**src/rtl/mul_pkg.sv**
```systemverilog
// Shared definitions for the sequential shift-add multiplier.
//   mul_state_e : control FSM encoding (IDLE / RUN / DONE)
//   MUL_WIDTH   : operand width supported by mul_seq_16
//   MUL_STEPS   : number of shift-add steps per operation
package mul_pkg;

  localparam int MUL_WIDTH = 16;
  localparam int MUL_STEPS = 16;

  typedef enum logic [1:0] {
    IDLE = 2'd0,
    RUN  = 2'd1,
    DONE = 2'd2
  } mul_state_e;

endpackage

```
**src/rtl/add_rca_16.sv**
```systemverilog
// 16-bit ripple-carry adder used as the per-step adder of mul_seq_16.
// Ports:
//   a, b   : 16-bit addends
//   c_in   : carry in
//   sum    : 16-bit sum
//   c_out  : carry out of bit 15
module add_rca_16 (
  input  logic [15:0] a,
  input  logic [15:0] b,
  input  logic        c_in,
  output logic [15:0] sum,
  output logic        c_out
);

  logic [16:0] carry;

  always_comb begin
    carry    = '0;
    sum      = '0;
    carry[0] = c_in;
    for (int i = 0; i < 16; i++) begin
      sum[i]       = a[i] ^ b[i] ^ carry[i];
      carry[i + 1] = (a[i] & b[i]) | (carry[i] & (a[i] ^ b[i]));
    end
    c_out = carry[16];
  end

endmodule

```
**src/rtl/mul_seq_16.sv**
```systemverilog
// Sequential unsigned 16x16 -> 32-bit shift-add multiplier, one partial
// product add per clock through add_rca_16.
//
// Ports:
//   clk, rst_n           : clock, asynchronous active-low reset
//   in_valid / in_ready  : operand handshake, a = multiplicand, b = multiplier
//   out_valid / out_ready: result handshake, product = a*b
//   busy                 : high while the FSM is in RUN
//
// Handshake: a transfer happens on a rising edge where valid && ready are
// both high. A source holds its data while valid is high and ready is low;
// out_valid and product stay stable until out_ready is seen. in_ready is
// only high in IDLE, so there is always a one-cycle bubble after DONE.
//
// Build option: define MUL_ZERO_SKIP_EN to send an operation with a zero
// operand straight from the accepting edge to DONE with product 0.
//
// Latency: out_valid rises 16 edges after the accepting edge (immediately
// after the accepting edge for zero-skip operations).
module mul_seq_16
  import mul_pkg::*;
#(
  parameter int WIDTH = 16,
  parameter int CNT_W = 4
) (
  input  logic                 clk,
  input  logic                 rst_n,
  input  logic                 in_valid,
  output logic                 in_ready,
  input  logic [WIDTH-1:0]     a,
  input  logic [WIDTH-1:0]     b,
  output logic                 out_valid,
  input  logic                 out_ready,
  output logic [2*WIDTH-1:0]   product,
  output logic                 busy
);

  generate
    if (WIDTH != MUL_WIDTH) begin : g_width_check
      $error("mul_seq_16: only WIDTH=16 is supported");
    end
  endgenerate

  mul_state_e        state;
  mul_state_e        state_nxt;
  logic              init_done;   // low until the first edge after reset release
  logic [WIDTH-1:0]  mcand;
  logic [WIDTH-1:0]  acc_hi;
  logic [WIDTH-1:0]  acc_lo;      // holds the unconsumed multiplier bits
  logic [CNT_W-1:0]  cnt;
  logic [WIDTH-1:0]  pp;
  logic [WIDTH-1:0]  sum;
  logic              c_out;
  logic              accept;
  logic              zero_op;
  logic              last_step;

`ifdef MUL_ZERO_SKIP_EN
  assign zero_op = (a == '0) || (b == '0);
`else
  assign zero_op = 1'b0;
`endif

  // Partial product selected by the current LSB of the multiplier.
  assign pp = acc_lo[0] ? mcand : '0;

  add_rca_16 u_step_add (
    .a     (acc_hi),
    .b     (pp),
    .c_in  (1'b0),
    .sum   (sum),
    .c_out (c_out)
  );

  assign accept    = in_valid && in_ready;
  assign last_step = (state == RUN) && (cnt == CNT_W'(MUL_STEPS - 1));

  always_ff @(posedge clk or negedge rst_n) begin
    if (!rst_n) begin
      state <= IDLE;
    end else begin
      state <= state_nxt;
    end
  end

  always_comb begin
    state_nxt = state;
    in_ready  = 1'b0;
    out_valid = 1'b0;
    busy      = 1'b0;
    case (state)
      IDLE: begin
        in_ready = init_done;
        if (in_valid && init_done) begin
          state_nxt = zero_op ? DONE : RUN;
        end
      end
      RUN: begin
        busy = 1'b1;
        if (last_step) begin
          state_nxt = DONE;
        end
      end
      DONE: begin
        out_valid = 1'b1;
        if (out_ready) begin
          state_nxt = IDLE;
        end
      end
      default: state_nxt = IDLE;
    endcase
  end

  always_ff @(posedge clk or negedge rst_n) begin
    if (!rst_n) begin
      init_done <= 1'b0;
      mcand     <= '0;
      acc_hi    <= '0;
      acc_lo    <= '0;
      cnt       <= '0;
    end else begin
      init_done <= 1'b1;
      if (accept) begin
        mcand  <= zero_op ? '0 : a;
        acc_hi <= '0;
        acc_lo <= zero_op ? '0 : b;
        cnt    <= '0;
      end else if (state == RUN) begin
        // Shift the 33-bit {c_out, sum, acc_lo} right by one; the carry
        // lands in acc_hi[15] so no step can overflow.
        acc_hi <= {c_out, sum[WIDTH-1:1]};
        acc_lo <= {sum[0], acc_lo[WIDTH-1:1]};
        cnt    <= cnt + 1'b1;
      end
    end
  end

  assign product = out_valid ? {acc_hi, acc_lo} : '0;

endmodule
```
**config.mk**
```make
export PLATFORM = sky130hd
export DESIGN_NAME = mul_seq_16
export DESIGN_NICKNAME = d
export VERILOG_FILES = /design/src/rtl/mul_pkg.sv /design/src/rtl/add_rca_16.sv /design/src/rtl/mul_seq_16.sv
export SDC_FILE = /design/constraint.sdc
export NUM_CORES = 1
export LEC_CHECK = 0
export BUFFER_PORTS_ARGS = -buffer_cell sky130_fd_sc_hd__buf_2
export CORE_MARGIN = 3
export CORE_UTILIZATION = 58
export DETAILED_ROUTE_END_ITERATION = 6
export GPL_ROUTABILITY_DRIVEN = 0
export PLACE_DENSITY = 0.91
export SYNTH_ARGS = -nofsm -noshare
export SYNTH_HDL_FRONTEND = slang
export SYNTH_HIERARCHICAL = 1
export SYNTH_SLANG_ARGS = --single-unit
```
**constraint.sdc**
```tcl
create_clock -name clk -period 20.8 [get_ports clk]
set_clock_uncertainty 0.1 [all_clocks]
set_input_delay 3.12 -clock clk [delete_from_list [all_inputs] [get_ports clk]]
set_output_delay 3.12 -clock clk [all_outputs]
set_load 0.02 [all_outputs]
```
==> results_dict.tcl <==
set metrics [dict create \
    cts_buffers 5 \
    ir_worst_vdd_uv 65.34 \
    drtIter0Drc 174 \
    criticalPathCategory "flip-flop to flip-flop" \
    worstMarginPinSlew_ps 1064 \
    boundaryPins 71 \
    dieHeight_um 77.23 \
    grt_pass1_vias 2254 \
    synth_area_leaders "dfrtp_1 (47%), nand2_1 (13%), fa_1 (11%)" \
    wire_per_inst_um 13.59 \
    cp-end-kind "flip-flop" \
    start_util_pct 61.09 \
    overflow 0 \
    clk_latency_ps 320 \
    period_needed_ps 7361 \
    antenna_found_initial 0 \
    dieWidth_um 77.23 \
    slowest_stage "dfrtp_1" \
    swShare_pct 40.43 \
    nets 432 \
    vias_per_cell 5.230 \
    p_leak_nw 1.873 \
    p_clk_share_pct 16.6 \
    layout_common_cells "nand2_1 (98), buf_2 (70), dfrtp_1 (55), and2_1 (48), nand3_1 (35)" \
    track_usage_pct 22.56 \
    final.period_utilization_pct 35.39 \
    crit_family "adder cells" \
    root_buffer "clkbuf_8" \
    area_delta_synth_final_pct 16.71 \
    n_antenna_cell 0 \
    grt_pass1_wl_um 10810 \
    hold_buffers 0 \
    drc 0 \
    hp-class "flip-flop to flip-flop" \
    arrival_ps 7510 \
    cts_tree "built" \
    comb_power_share_pct 38.2 \
    post_cts_buffers 0 \
    drtAntennaViolNets 0 \
    p_int_mw 0.2614 \
    pwr-share-seq_pct 45.3 \
    power_density_mw_per_mm2 127.8 \
    tns_ps 0 \
    cts_resized 0 \
    path_max_fanout 18 \
    synth_top_cell_by_area "dfrtp_1" \
    yosys_warnings 6 \
    ys_types 27 \
    startpoint_type "flip-flop" \
    drive_above_1_share_pct 22.89 \
    num_rows 25 \
    outcome "completed" \
    syn_nets 373 \
    avgSynthCellArea_sq_um 9.196 \
    crit_required_ps 20950 \
    hold_viol 0 \
    cts_sinks 55 \
    cts.path.max_buffers 2 \
    worst_path_most_repeated_cell "fa_1" \
    coreArea_sq_mm 0.004817 \
    dpl_cell_area_sq_mm 0.003319 \
    cap_violations 0 \
    synth_top_area_share_pct 46.77 \
    cts_htree_levels 2 \
    worstPathBufferInverterCount 4 \
    dieArea_sq_mm 0.005964 \
    slew_headroom_pct 28.76 \
    grt_max_degree 56 \
    fin_area_sq_mm 0.003435 \
    wl_um 6074 \
    path_clk_slew_ps 110 \
    dr.pass1.iters 4 \
    route.vias.total 2338 \
    path_cells "and2_1, fa_1, inv_1, fa_1, inv_1, fa_1, fa_1, fa_1, fa_1, fa_1, fa_1, fa_1, fa_1, fa_1, fa_1, fa_1, fa_1, fa_1, inv_1, fa_1, inv_1, nand2_1, nand2_1" \
    drv_slew 0 \
    port_buffers 70 \
    setup_violations 0 \
    rsz0062_at_grt "false" \
    synth_cells 320 \
    dp_hpwl_um 4072 \
    fmax_ghz 0.1359 \
    p_switching_mw 0.1774 \
    slowest_delay_ps 540 \
    layout_commonest_cell "nand2_1" \
    seq_area_frac_synth_pct 46.77 \
    synth_area_sq_mm 0.002943 \
    synth_seq_cells 55 \
]
cell type report:
class	instances	area (sq um)
clock buffer	5	68.82
clock inverter	3	46.29
fill	392	1383
inverter	11	41.29
multi-input combinational	233	1445
sequential	55	1376
tap	67	83.83
timing repair buffer	73	372.9
power by group through the flow:
stage	registers, mW	logic, mW	clock network (mW)
2_1_floorplan	0.188	0.136	0
3_3_place_gp	0.199	0.158	0
3_5_place_dp	0.202	0.168	0
4_1_cts	0.200	0.169	0.0745
5_1_grt	0.208	0.198	0.0797
6_report	0.199	0.167	0.0728
metrics by stage:
step	util, %	worst slack, ps	hold WS, ps	instances	total power, mW
final	71.30	13440	383.1	447	0.4389
after global routing	71.30	13140	410.4	447	0.4853
after CTS	71.30	13460	384.8	447	0.4429
after detailed placement	68.91	13550	360.7	439	0.3691
after global placement	68.91	13650	350.2	439	0.3567
after floorplan	-	13930	338.0	320	0.3237
sequential cells by signal, indices dropped and copies added (netlist names):
| signal | cells |
|---|---|
| init_done | 1 |
| state | 2 |
| mcand | 16 |
| acc_lo | 16 |
| cnt | 4 |
| acc_hi | 16 |
worst reg2reg max path, stage by stage, from the launching register on:
cell and delay (ps):
dfrtp_1 540, and2_1 230, fa_1 400, inv_1 80
fa_1 160, inv_1 50, fa_1 370, fa_1 400
fa_1 390, fa_1 390, fa_1 390, fa_1 390
fa_1 400, fa_1 410, fa_1 400, fa_1 400
fa_1 390, fa_1 390, fa_1 380, inv_1 90
fa_1 400, inv_1 60, nand2_1 40, nand2_1 70
routing by layer:
layer	track usage, %	wire length [um]
met5	0	0
met4	4.982	60
met3	4.460	313
met2	37.56	3012
met1	30.76	2687
kinds of logic (layout without fill, tap and decap cells):
group | after synthesis | count (layout) | synth area share [%]
muxes | 1 | 1 | 0.3826
AOI/OAI and AO/OA | 20 | 20 | 4.762
xor gates and xnor gates | 1 | 1 | 0.2977
adders and majority gates | 17 | 17 | 11.31
other | 2 | 2 | 0.2552
DFF | 55 | 55 | 46.77
buffers and inverters | 32 | 92 | 4.890
and+or+nand+nor | 192 | 192 | 31.34
synthesized netlist by cell type:
cell type / number
nand2_1: 98
dfrtp_1: 55
and2_1: 48
nand3_1: 35
a22oi_1: 16
fa_1: 16
buf_2: 13
inv_1: 10
clkbuf_1: 7
a21oi_1: 2
conb_1: 2
nor2_1: 2
o21ai_0: 2
and4_1: 1
buf_6: 1
ha_1: 1
inv_2: 1
mux2_2: 1
nand2b_2: 1
nand3b_1: 1
nand4bb_1: 1
nor2b_1: 1
nor3_1: 1
nor3b_1: 1
nor4bb_1: 1
or3_1: 1
xor2_1: 1
worst paths after layout:
check | startpoint | to | cells after the start | slack [ps]
worst max-delay path | acc_lo[0]$_DFFE_PN0P_ | acc_hi[14]$_DFFE_PN0P_ | 23 | 13440
worst min-delay path | mcand[13]$_DFFE_PN0P_ | mcand[13]$_DFFE_PN0P_ | 2 | 380
worst max register to register | acc_lo[0]$_DFFE_PN0P_ | acc_hi[14]$_DFFE_PN0P_ | 23 | 13440
worst min register to register | mcand[13]$_DFFE_PN0P_ | mcand[13]$_DFFE_PN0P_ | 2 | 380
max in group asynchronous | rst_n | acc_hi[3]$_DFFE_PN0P_ | 2 | 17330
min in group asynchronous | rst_n | state[0]$_DFFE_PN0P_ | 2 | 2820
Note: power is estimated with default switching activity, not from simulation.
